--- config.mk ---
export PLATFORM = sky130hd
export DESIGN_NAME = dmem_arbiter_flat
export DESIGN_NICKNAME = d
export VERILOG_FILES = /design/src/rtl/dmem_arbiter_if.sv /design/src/rtl/dmem_arbiter.sv /design/src/flat_wrapper.sv
export SDC_FILE = /design/constraint.sdc
export NUM_CORES = 1
export LEC_CHECK = 0
export CAP_MARGIN = 15
export CORE_MARGIN = 2
export CORE_UTILIZATION = 42
export DETAILED_ROUTE_END_ITERATION = 16
export PLACE_DENSITY = 0.88
export SLEW_MARGIN = 30
export SYNTH_ARGS = -nofsm -noshare
export SYNTH_HDL_FRONTEND = slang
export SYNTH_SLANG_ARGS = --single-unit
--- constraint.sdc ---
create_clock -name clock -period 3.6 [get_ports clock]
set_input_delay 0.72 -clock clock [delete_from_list [all_inputs] [get_ports clock]]
set_output_delay 0.72 -clock clock [all_outputs]
set_load 0.01 [all_outputs]
--- src/rtl/dmem_arbiter_if.sv ---
// dmem_arbiter_if
//   Request/response bundle for one requester of the data-memory arbiter.
//   The same interface type is used for both port A (pipeline MEM stage) and
//   port B (debug/loader master).
//   Signals:
//     req      requester -> arbiter  request, held with the fields until gnt
//     write    requester -> arbiter  1 = write, 0 = read
//     address  requester -> arbiter  word address
//     wdata    requester -> arbiter  write data
//     gnt      arbiter -> requester  1-cycle pulse, request accepted
//     rvalid   arbiter -> requester  1-cycle pulse, rdata valid
//     rdata    arbiter -> requester  read data, holds until the next rvalid
//   Modports: master (requester side), slave (arbiter side).
interface dmem_arbiter_if #(
    parameter int ADDR_W = 32,
    parameter int DATA_W = 32
) ();
    logic              req;
    logic              write;
    logic [ADDR_W-1:0] address;
    logic [DATA_W-1:0] wdata;
    logic              gnt;
    logic              rvalid;
    logic [DATA_W-1:0] rdata;

    modport master (
        output req, write, address, wdata,
        input  gnt, rvalid, rdata
    );

    modport slave (
        input  req, write, address, wdata,
        output gnt, rvalid, rdata
    );
endinterface

--- src/rtl/dmem_arbiter.sv ---
// dmem_arbiter
//   Two-port arbiter/sequencer in front of the single-ported data memory.
//   Accepts one request at a time, drives registered read/write strobes to the
//   memory and returns read data with a one-cycle valid pulse. Round-robin on
//   conflict; the losing requester keeps its request up until granted.
//   Sequence: IDLE -> ISSUE -> (RESP for reads) -> IDLE.
//   Ports:
//     clock, reset   rising-edge clock, synchronous active-high reset
//     a, b           dmem_arbiter_if.slave requester ports (A = MEM stage, B = debug)
//     mem_address    address to data memory
//     mem_in         write data to data memory
//     mem_read       read strobe (one cycle, in ISSUE)
//     mem_write      write strobe (one cycle, in ISSUE)
//     mem_out        data from data memory, valid the cycle after mem_read
//     busy           1 whenever the sequencer is not in IDLE
//   Optional build macro DMEM_ARB_STATS_EN adds a_grant_cnt, b_grant_cnt and
//   conflict_cnt (32-bit wrapping event counters).
module dmem_arbiter #(
    parameter int ADDR_W = 32,
    parameter int DATA_W = 32
) (
    input  logic              clock,
    input  logic              reset,
    dmem_arbiter_if.slave     a,
    dmem_arbiter_if.slave     b,
    output logic [ADDR_W-1:0] mem_address,
    output logic [DATA_W-1:0] mem_in,
    output logic              mem_read,
    output logic              mem_write,
    input  logic [DATA_W-1:0] mem_out,
    output logic              busy
`ifdef DMEM_ARB_STATS_EN
    ,
    output logic [31:0]       a_grant_cnt,
    output logic [31:0]       b_grant_cnt,
    output logic [31:0]       conflict_cnt
`endif
);

    typedef enum logic [1:0] {
        ST_IDLE  = 2'd0,
        ST_ISSUE = 2'd1,
        ST_RESP  = 2'd2
    } state_t;

    state_t            state_r;
    state_t            state_s;
    logic              last_b_r;     // 1: the most recent grant went to port B
    logic              port_b_r;     // port owning the transaction in flight
    logic              write_r;
    logic [ADDR_W-1:0] addr_r;
    logic [DATA_W-1:0] wdata_r;
    logic              mem_read_r;
    logic              mem_write_r;
    logic [DATA_W-1:0] a_rdata_r;
    logic [DATA_W-1:0] b_rdata_r;

    logic              gnt_a_s;
    logic              gnt_b_s;
    logic              grant_s;
    logic              sel_write_s;
    logic [ADDR_W-1:0] sel_addr_s;
    logic [DATA_W-1:0] sel_wdata_s;
    logic              resp_a_s;
    logic              resp_b_s;

    // Next-state and grant decision; grants are only ever given from IDLE.
    always_comb begin
        state_s = state_r;
        gnt_a_s = 1'b0;
        gnt_b_s = 1'b0;
        case (state_r)
            ST_IDLE: begin
                if (a.req && b.req) begin
                    // Conflict: the port not served last time wins.
                    if (last_b_r) begin
                        gnt_a_s = 1'b1;
                    end else begin
                        gnt_b_s = 1'b1;
                    end
                end else if (a.req) begin
                    gnt_a_s = 1'b1;
                end else if (b.req) begin
                    gnt_b_s = 1'b1;
                end else begin
                    gnt_a_s = 1'b0;
                end
                if (gnt_a_s || gnt_b_s) begin
                    state_s = ST_ISSUE;
                end else begin
                    state_s = ST_IDLE;
                end
            end
            ST_ISSUE: begin
                if (write_r) begin
                    state_s = ST_IDLE;
                end else begin
                    state_s = ST_RESP;
                end
            end
            ST_RESP: state_s = ST_IDLE;
            default: state_s = ST_IDLE;
        endcase
    end

    // Select the fields of the port being granted so they can be latched.
    always_comb begin
        grant_s = gnt_a_s | gnt_b_s;
        if (gnt_b_s) begin
            sel_write_s = b.write;
            sel_addr_s  = b.address;
            sel_wdata_s = b.wdata;
        end else begin
            sel_write_s = a.write;
            sel_addr_s  = a.address;
            sel_wdata_s = a.wdata;
        end
    end

    // State register, request latch, memory strobes and read-data holding registers.
    always_ff @(posedge clock) begin
        if (reset) begin
            state_r     <= ST_IDLE;
            last_b_r    <= 1'b1;
            port_b_r    <= 1'b0;
            write_r     <= 1'b0;
            addr_r      <= {ADDR_W{1'b0}};
            wdata_r     <= {DATA_W{1'b0}};
            mem_read_r  <= 1'b0;
            mem_write_r <= 1'b0;
            a_rdata_r   <= {DATA_W{1'b0}};
            b_rdata_r   <= {DATA_W{1'b0}};
        end else begin
            state_r <= state_s;
            if (grant_s) begin
                last_b_r    <= gnt_b_s;
                port_b_r    <= gnt_b_s;
                write_r     <= sel_write_s;
                addr_r      <= sel_addr_s;
                wdata_r     <= sel_wdata_s;
                // Strobes are set on the grant edge so they are high exactly during ISSUE.
                mem_read_r  <= ~sel_write_s;
                mem_write_r <= sel_write_s;
            end else begin
                mem_read_r  <= 1'b0;
                mem_write_r <= 1'b0;
            end
            if (resp_a_s) begin
                a_rdata_r <= mem_out;
            end
            if (resp_b_s) begin
                b_rdata_r <= mem_out;
            end
        end
    end

    // Response pulses are suppressed while reset is asserted so an aborted read never reports.
    assign resp_a_s = (state_r == ST_RESP) & ~port_b_r & ~reset;
    assign resp_b_s = (state_r == ST_RESP) &  port_b_r & ~reset;

    assign a.gnt    = gnt_a_s & ~reset;
    assign b.gnt    = gnt_b_s & ~reset;
    assign a.rvalid = resp_a_s;
    assign b.rvalid = resp_b_s;
    // mem_out is forwarded during RESP so data arrives together with rvalid.
    assign a.rdata  = resp_a_s ? mem_out : a_rdata_r;
    assign b.rdata  = resp_b_s ? mem_out : b_rdata_r;

    assign mem_address = addr_r;
    assign mem_in      = wdata_r;
    assign mem_read    = mem_read_r;
    assign mem_write   = mem_write_r;
    assign busy        = (state_r != ST_IDLE);

`ifdef DMEM_ARB_STATS_EN
    // Grant and conflict event counters; wrap naturally at 2^32.
    always_ff @(posedge clock) begin
        if (reset) begin
            a_grant_cnt  <= 32'd0;
            b_grant_cnt  <= 32'd0;
            conflict_cnt <= 32'd0;
        end else begin
            if (gnt_a_s) begin
                a_grant_cnt <= a_grant_cnt + 32'd1;
            end
            if (gnt_b_s) begin
                b_grant_cnt <= b_grant_cnt + 32'd1;
            end
            if ((state_r == ST_IDLE) && a.req && b.req) begin
                conflict_cnt <= conflict_cnt + 32'd1;
            end
        end
    end
`endif

endmodule
--- src/flat_wrapper.sv ---
// flat-port wrapper written by rule: the top's interface ports become plain ports
module dmem_arbiter_flat 
#(
    parameter int ADDR_W = 32,
    parameter int DATA_W = 32
)
  (clock, reset, mem_address, mem_in, mem_read, mem_write, mem_out, busy, a_req, a_write, a_address, a_wdata, a_gnt, a_rvalid, a_rdata, b_req, b_write, b_address, b_wdata, b_gnt, b_rvalid, b_rdata);
  dmem_arbiter_if #(.ADDR_W(ADDR_W), .DATA_W(DATA_W)) a_i ();
  dmem_arbiter_if #(.ADDR_W(ADDR_W), .DATA_W(DATA_W)) b_i ();
  input  logic clock;
  input  logic reset;
  output logic [ADDR_W-1:0] mem_address;
  output logic [DATA_W-1:0] mem_in;
  output logic mem_read;
  output logic mem_write;
  input  logic [DATA_W-1:0] mem_out;
  output logic busy;
  input wire logic [$bits(a_i.req)-1:0] a_req;
  input wire logic [$bits(a_i.write)-1:0] a_write;
  input wire logic [$bits(a_i.address)-1:0] a_address;
  input wire logic [$bits(a_i.wdata)-1:0] a_wdata;
  output wire logic [$bits(a_i.gnt)-1:0] a_gnt;
  output wire logic [$bits(a_i.rvalid)-1:0] a_rvalid;
  output wire logic [$bits(a_i.rdata)-1:0] a_rdata;
  input wire logic [$bits(b_i.req)-1:0] b_req;
  input wire logic [$bits(b_i.write)-1:0] b_write;
  input wire logic [$bits(b_i.address)-1:0] b_address;
  input wire logic [$bits(b_i.wdata)-1:0] b_wdata;
  output wire logic [$bits(b_i.gnt)-1:0] b_gnt;
  output wire logic [$bits(b_i.rvalid)-1:0] b_rvalid;
  output wire logic [$bits(b_i.rdata)-1:0] b_rdata;
  assign a_i.req = a_req;
  assign a_i.write = a_write;
  assign a_i.address = a_address;
  assign a_i.wdata = a_wdata;
  assign a_gnt = a_i.gnt;
  assign a_rvalid = a_i.rvalid;
  assign a_rdata = a_i.rdata;
  assign b_i.req = b_req;
  assign b_i.write = b_write;
  assign b_i.address = b_address;
  assign b_i.wdata = b_wdata;
  assign b_gnt = b_i.gnt;
  assign b_rvalid = b_i.rvalid;
  assign b_rdata = b_i.rdata;
  dmem_arbiter #(.ADDR_W(ADDR_W), .DATA_W(DATA_W)) u_core (.clock(clock), .reset(reset), .a(a_i), .b(b_i), .mem_address(mem_address), .mem_in(mem_in), .mem_read(mem_read), .mem_write(mem_write), .mem_out(mem_out), .busy(busy));
endmodule
== Yosys cells after proc, flatten, opt, wreduce, memory -nomap -nowiden ==
Cells that the tools add are included.

* Equality and inequality tests: 2
* Multiplexer cells: 19
* Bitwise gates (word level): 11
* Reduce and logical (&&, ||, !) cells: 5

{| class="wikitable"
|+ Operator list
! operator !! count
|-
| $mux 32 || 4
|-
| $mux 1 || 13
|-
| $and 1x1->1 || 6
|-
| $not 1->1 || 4
|-
| $pmux 2 s2 || 1
|-
| $eq 2x1->1 const B || 1
|-
| $eq 2x2->1 const B || 1
|-
| $logic_not 2->1 || 1
|-
| $mux 2 || 1
|-
| $reduce_bool 2->1 || 1
|-
| $reduce_or 2->1 || 1
|-
| $logic_and 1x1->1 || 1
|-
| $logic_or 1x1->1 || 1
|-
| $or 1x1->1 || 1
|}

* Bits in registers: 135
* Input bits: 166
* Output and inout port bits: 135
* Logic and storage cells: 47

== Depth between registers and ports, before layout ==
* Word-level depth: 8
* Gate-level depth with buffers: 6
* Mapped depth without buffers: 4

== Worst setup path before layout ==
Ideal clock, no wire load.

* Kind: input-to-output
* Start: input reset
* End: output a_rdata[21]
* Data arrival time: 1.824 ns
* Required time: 2.880 ns
* Setup slack: 1.056 ns
* Stages on the path: 4
* Buffers on the path: 2
* Cells stage by stage: buf_6 nor4b_4 buf_6 mux2_4

* Cells in the longest elaborated chain, start to end: 3

{| class="wikitable"
|+ RTL lines
! element !! line !! source
|-
| start, declared || flat_wrapper.sv:11 || <nowiki>input logic reset;</nowiki>
|-
| $not 1->1 || dmem_arbiter.sv:158 || <nowiki>assign resp_a_s = (state_r == ST_RESP) & ~port_b_r & ~reset;</nowiki>
|-
| $and 1x1->1 || dmem_arbiter.sv:158 ||
|-
| via a_rvalid || flat_wrapper.sv:23 || <nowiki>output wire logic [$bits(a_i.rvalid)-1:0] a_rvalid;</nowiki>
|-
| $mux 32 || dmem_arbiter.sv:166 || <nowiki>assign a.rdata = resp_a_s ? mem_out : a_rdata_r;</nowiki>
|-
| end, declared || flat_wrapper.sv:24 || <nowiki>output wire logic [$bits(a_i.rdata)-1:0] a_rdata;</nowiki>
|}

The timed path passes the listed nets, and every way through them passes these cells.

== Worst setup path after layout ==
* Start: input reset
* End: output b_rdata[13]

* Cells in the longest elaborated chain, start to end: 3

{| class="wikitable"
|+ RTL lines
! element !! line !! source
|-
| $not 1->1 || dmem_arbiter.sv:159 || <nowiki>assign resp_b_s = (state_r == ST_RESP) & port_b_r & ~reset;</nowiki>
|-
| $and 1x1->1 || dmem_arbiter.sv:159 ||
|-
| $mux 32 || dmem_arbiter.sv:167 || <nowiki>assign b.rdata = resp_b_s ? mem_out : b_rdata_r;</nowiki>
|-
| end, declared || flat_wrapper.sv:31 || <nowiki>output wire logic [$bits(b_i.rdata)-1:0] b_rdata;</nowiki>
|}

Every way passes these cells.

==> metrics.log <==
INFO  metric run_status = finished clean
INFO  metric crit_chain = clkdlybuf4s50_1 -> nor4bb_4 -> buf_4 -> buf_6 -> mux2_4 -> clkdlybuf4s50_1
INFO  metric critPathBufInv = 4
INFO  metric yosys.cell_types.count = 32
INFO  metric worst_ir_drop_vdd = between 0.0002 and 0.0003 V
INFO  metric clock_path_buffers = 2
INFO  metric fillers = 846
INFO  metric multiInputGateArea = 2577 sq um
INFO  metric critical-path-top-delay-family = buffers and inverters
INFO  metric chipWidth = 118.2 um
INFO  metric p_leak = 3.878 nW
INFO  metric drc = 0
INFO  metric endpoint_kind = output port
INFO  metric cpMostUsedCell = sky130_fd_sc_hd__clkdlybuf4s50_1
INFO  metric dr.max_layer_used = met4
INFO  metric num_io_pins = 301
INFO  metric routed-via-count = 4,941
INFO  metric worst_hold_slack = 0.4568 ns
INFO  metric routed_wirelength = 17,720 um
INFO  metric wl_met1 = 6492 um
INFO  metric slowest_stage_cell_cp = sky130_fd_sc_hd__clkdlybuf4s50_1
INFO  metric seq_power_share = 39.9%
INFO  metric maxCapViolCount = 0
INFO  metric routedWlPerCell = 18.95 um
INFO  metric hold_violations = 0
INFO  metric dominant_combinational_cell_family_by_area_after_synthesis = simple AND/OR/NAND/NOR gates
INFO  metric power.share.clock = between 40% and 50%
INFO  metric synth_top_cell_area_share = 49.36%
INFO  metric numClockSinks = between 100 and 150
INFO  metric crit_type = input pin to output port
INFO  metric drive_gt1_share = 13.89%
INFO  metric detail_route.iter0.violations = 324
INFO  metric first_global_vias = 5,168
INFO  metric number_of_flops_mapped_to_enable_cells_by_yosys = 0
INFO  metric finalWeightedCongestion = 0.8253
INFO  metric finalSetupViolations = 0
INFO  metric syn-instance-count = 462
INFO  metric htree_levels = 4
INFO  metric clk_root_buffer_cell = sky130_fd_sc_hd__clkbuf_16
INFO  metric route.met2.wl = 8947 um
INFO  metric number_of_buffers_added_by_the_clock_tree_synthesis_step = 17
INFO  metric yosys-mux-area-fraction = 16.45%
INFO  metric nets = between 900 and 1k
INFO  metric die_area = ~14,000 sq um
INFO  metric tritoncts = built
INFO  metric critical_path_peak_fanout = 16
INFO  metric place_inst = 900
INFO  metric synth_simple_gate_area_share = 16.75%
INFO  metric core_region_area = 12,670 sq um
INFO  metric yosys_warnings = 0
INFO  metric final_worst_path_period_share = 97.55%
INFO  metric synth_largest_area_cell = sky130_fd_sc_hd__dfxtp_1
INFO  metric r2r_setup_slack = 1.78 ns
INFO  metric synth_xor_area_share = 0%
INFO  metric worstSkewPairLatency = about 0.41 ns
INFO  metric synth_area_leaders = sky130_fd_sc_hd__dfxtp_1, sky130_fd_sc_hd__mux2_4, sky130_fd_sc_hd__a221o_1
INFO  metric worst-endpoint-required = 2.88 ns
INFO  metric power.share.switching = 23.61%
INFO  metric crit_path_max_incr_delay = 0.52 ns
INFO  metric setup_repair_after_global_routing_missed_its_margin = no
INFO  metric drtAntennaViolNets = 0
INFO  metric register_area = around 2700 sq um
INFO  metric power_density = 446.3 nW/um^2
INFO  metric final-max-slew-violation-count = 0
INFO  metric route.detailed.vias_per_inst = 5.284
INFO  metric synth_nets = 628
INFO  metric grt_max_degree = 67
INFO  metric p_switching = 0.9729 mW
INFO  metric routed-wl-met3 = 1473 um
INFO  metric async_reset_ff_share = 0%
INFO  metric dieHeight = about 120 um
INFO  metric syn2layout_area_growth = 68.65%
INFO  metric synth_area_per_cell = 11.85 sq um
INFO  metric layout.cells.non_filler = between 900 and 1k
INFO  metric clkSlewWorstSetupHoldPaths = 0.05 ns
INFO  metric timing.fmax = 284.8 MHz
INFO  metric drtPass1Iterations = 4
INFO  metric synth-seq-area-share = 49.36%
INFO  metric worstSetupStartpointType = input pin
INFO  metric timing_worst_slew_pin_value = 0.7204 ns
INFO  metric pwr-share-comb = between 15 and 20%
INFO  metric initial_utilization = 43.21%
INFO  metric timing.slew.headroom = 51.97%
INFO  metric timing.clock.skew = approximately 0.010 ns
INFO  metric synth_fa_ha_area_share = 0%
INFO  metric hp-class = flip-flop to flip-flop
INFO  metric count_of_input_and_output_buffers = 300
INFO  metric finalSetupTns = 0 ns
INFO  metric number_of_flip_flops_and_latches_in_the_synthesized_netlist = 135
INFO  metric synth_compound_area_share = 13.05%
INFO  metric arrival_time_at_the_worst_endpoint = roughly 2.8 ns
INFO  metric globalRouteOverflowTotal = 0
INFO  metric cts-hold-fix-buffers = 0
INFO  metric finalWorstPathRequiredPeriod = approximately 3.5 ns
INFO  metric groute.usage.overall = ~25%
INFO  metric grt_pass1_wl = 27,270 um
INFO  metric place_hpwl = 12,720 um
INFO  metric antenna_found_initial = 0
INFO  metric placement_rows = 41
INFO  metric synthFlopType = sky130_fd_sc_hd__dfxtp_1
INFO  metric cell_internal_pwr = 3.148 mW
INFO  metric mappedNetlistArea = roughly 5500 sq um
INFO  metric antenna_cells = 0
per-stage QoR:
step	power, mW	setup WS [ns]	area (sq um)	utilization [%]
4_1_cts	4.148	0.05503	9203	72.63
3_3_place_gp	2.350	0.1445	8594	67.83
3_5_place_dp	2.374	0.05230	8594	67.83
5_1_grt	4.270	0.0006868	9234	72.87
2_1_floorplan	1.924	1.056	5475	-
6_report	4.121	0.08828	9234	72.87
cells by family (layout without fill, tap and decap cells):
kind of cell    after synthesis  count (layout)
mux                          64              64
buf+inv                      45             346
compound gates               74              74
simple gates                144             144
flops                       135             135
final timing paths:
check,from,cells past startpoint,end
worst min register to register,u_core.write_r$_SDFFE_PP0P_,1,u_core.state_r[1]$_SDFF_PP0_
worst min-delay path,u_core.write_r$_SDFFE_PP0P_,1,u_core.state_r[1]$_SDFF_PP0_
worst max-delay path,reset,6,b_rdata[13]
worst max register to register,u_core.state_r[1]$_SDFF_PP0_,5,u_core.b_rdata_r[22]$_SDFF_PP0_
cells in the mapped netlist, types with 2 or more instances:
library cell and n:
sky130_fd_sc_hd__dfxtp_1 135, sky130_fd_sc_hd__and2_1 64, sky130_fd_sc_hd__clkbuf_1 22, sky130_fd_sc_hd__buf_2 11, sky130_fd_sc_hd__a211o_1 2, sky130_fd_sc_hd__inv_1 3
sky130_fd_sc_hd__mux2_1 7, sky130_fd_sc_hd__nand2_1 2, sky130_fd_sc_hd__and3_1 65, sky130_fd_sc_hd__a221o_1 64, sky130_fd_sc_hd__o21ai_0 2, sky130_fd_sc_hd__a21oi_1 2
sky130_fd_sc_hd__mux2_2 9, sky130_fd_sc_hd__buf_6 7, sky130_fd_sc_hd__mux2_4 48, sky130_fd_sc_hd__nor2_1 3
power by group through the flow:
stage	Combinational [mW]	Sequential, mW	Clock [mW]
floorplan	0.223	1.70	0
global placement	0.681	1.67	0
detailed placement	0.699	1.67	0
CTS	0.703	1.64	1.80
global route	0.737	1.65	1.88
finish	0.702	1.65	1.77
timing repair:
action | 4_1_cts | 5_1_grt
gates resized for setup | 0 | 1
setup buffers | 0 | 2
endpoints found under the setup margin | 0 | 2
layer usage:
| metal | vias up | GRT usage (%) |
|---|---|---|
| li1 | 2288 | - |
| met1 | 2332 | 26.00 |
| met2 | 268 | 43.75 |
| met3 | 53 | 8.349 |
| met4 | 0 | 14.08 |
| met5 | - | 0 |
layout by cell type (no fill, tap or decap), types with 2 or more instances in the layout:
| master | Yosys | final |
|---|---|---|
| sky130_fd_sc_hd__mux2_2 | 9 | 9 |
| sky130_fd_sc_hd__clkinv_4 | 0 | 3 |
| sky130_fd_sc_hd__a221o_1 | 64 | 64 |
| sky130_fd_sc_hd__and2_1 | 64 | 64 |
| sky130_fd_sc_hd__inv_1 | 3 | 3 |
| sky130_fd_sc_hd__nor2_1 | 3 | 3 |
| sky130_fd_sc_hd__buf_4 | 1 | 8 |
| sky130_fd_sc_hd__mux2_4 | 48 | 48 |
| sky130_fd_sc_hd__dfxtp_1 | 135 | 135 |
| sky130_fd_sc_hd__clkbuf_1 | 22 | 2 |
| sky130_fd_sc_hd__a211o_1 | 2 | 2 |
| sky130_fd_sc_hd__o21ai_0 | 2 | 2 |
| sky130_fd_sc_hd__bufinv_16 | 0 | 3 |
| sky130_fd_sc_hd__clkdlybuf4s50_1 | 0 | 300 |
| sky130_fd_sc_hd__clkinv_2 | 0 | 3 |
| sky130_fd_sc_hd__clkbuf_8 | 0 | 2 |
| sky130_fd_sc_hd__mux2_1 | 7 | 7 |
| sky130_fd_sc_hd__clkbuf_16 | 0 | 18 |
| sky130_fd_sc_hd__and3_1 | 65 | 64 |
| sky130_fd_sc_hd__nand2_1 | 2 | 2 |
final cells by class:
class / count / area share (%)
Sequential cell: 135 / 29.27
Tap cell: 172 / 2.331
Clock buffer: 21 / 4.986
Clock inverter: 11 / 1.599
Multi-Input combinational cell: 282 / 27.91
Timing Repair Buffer: 311 / 33.78
Inverter: 3 / 0.1220
state kept, by name (all words and copies together) (netlist names):
name and cells:
u_core.mem_address 32, u_core.port_b_r 1, u_core.a_rdata_r 32, u_core.state_r 2
u_core.mem_write 1, u_core.b_rdata_r 32, u_core.mem_in 32, u_core.mem_read 1
u_core.write_r 1, u_core.last_b_r 1
(Power assumes the default switching activity.)
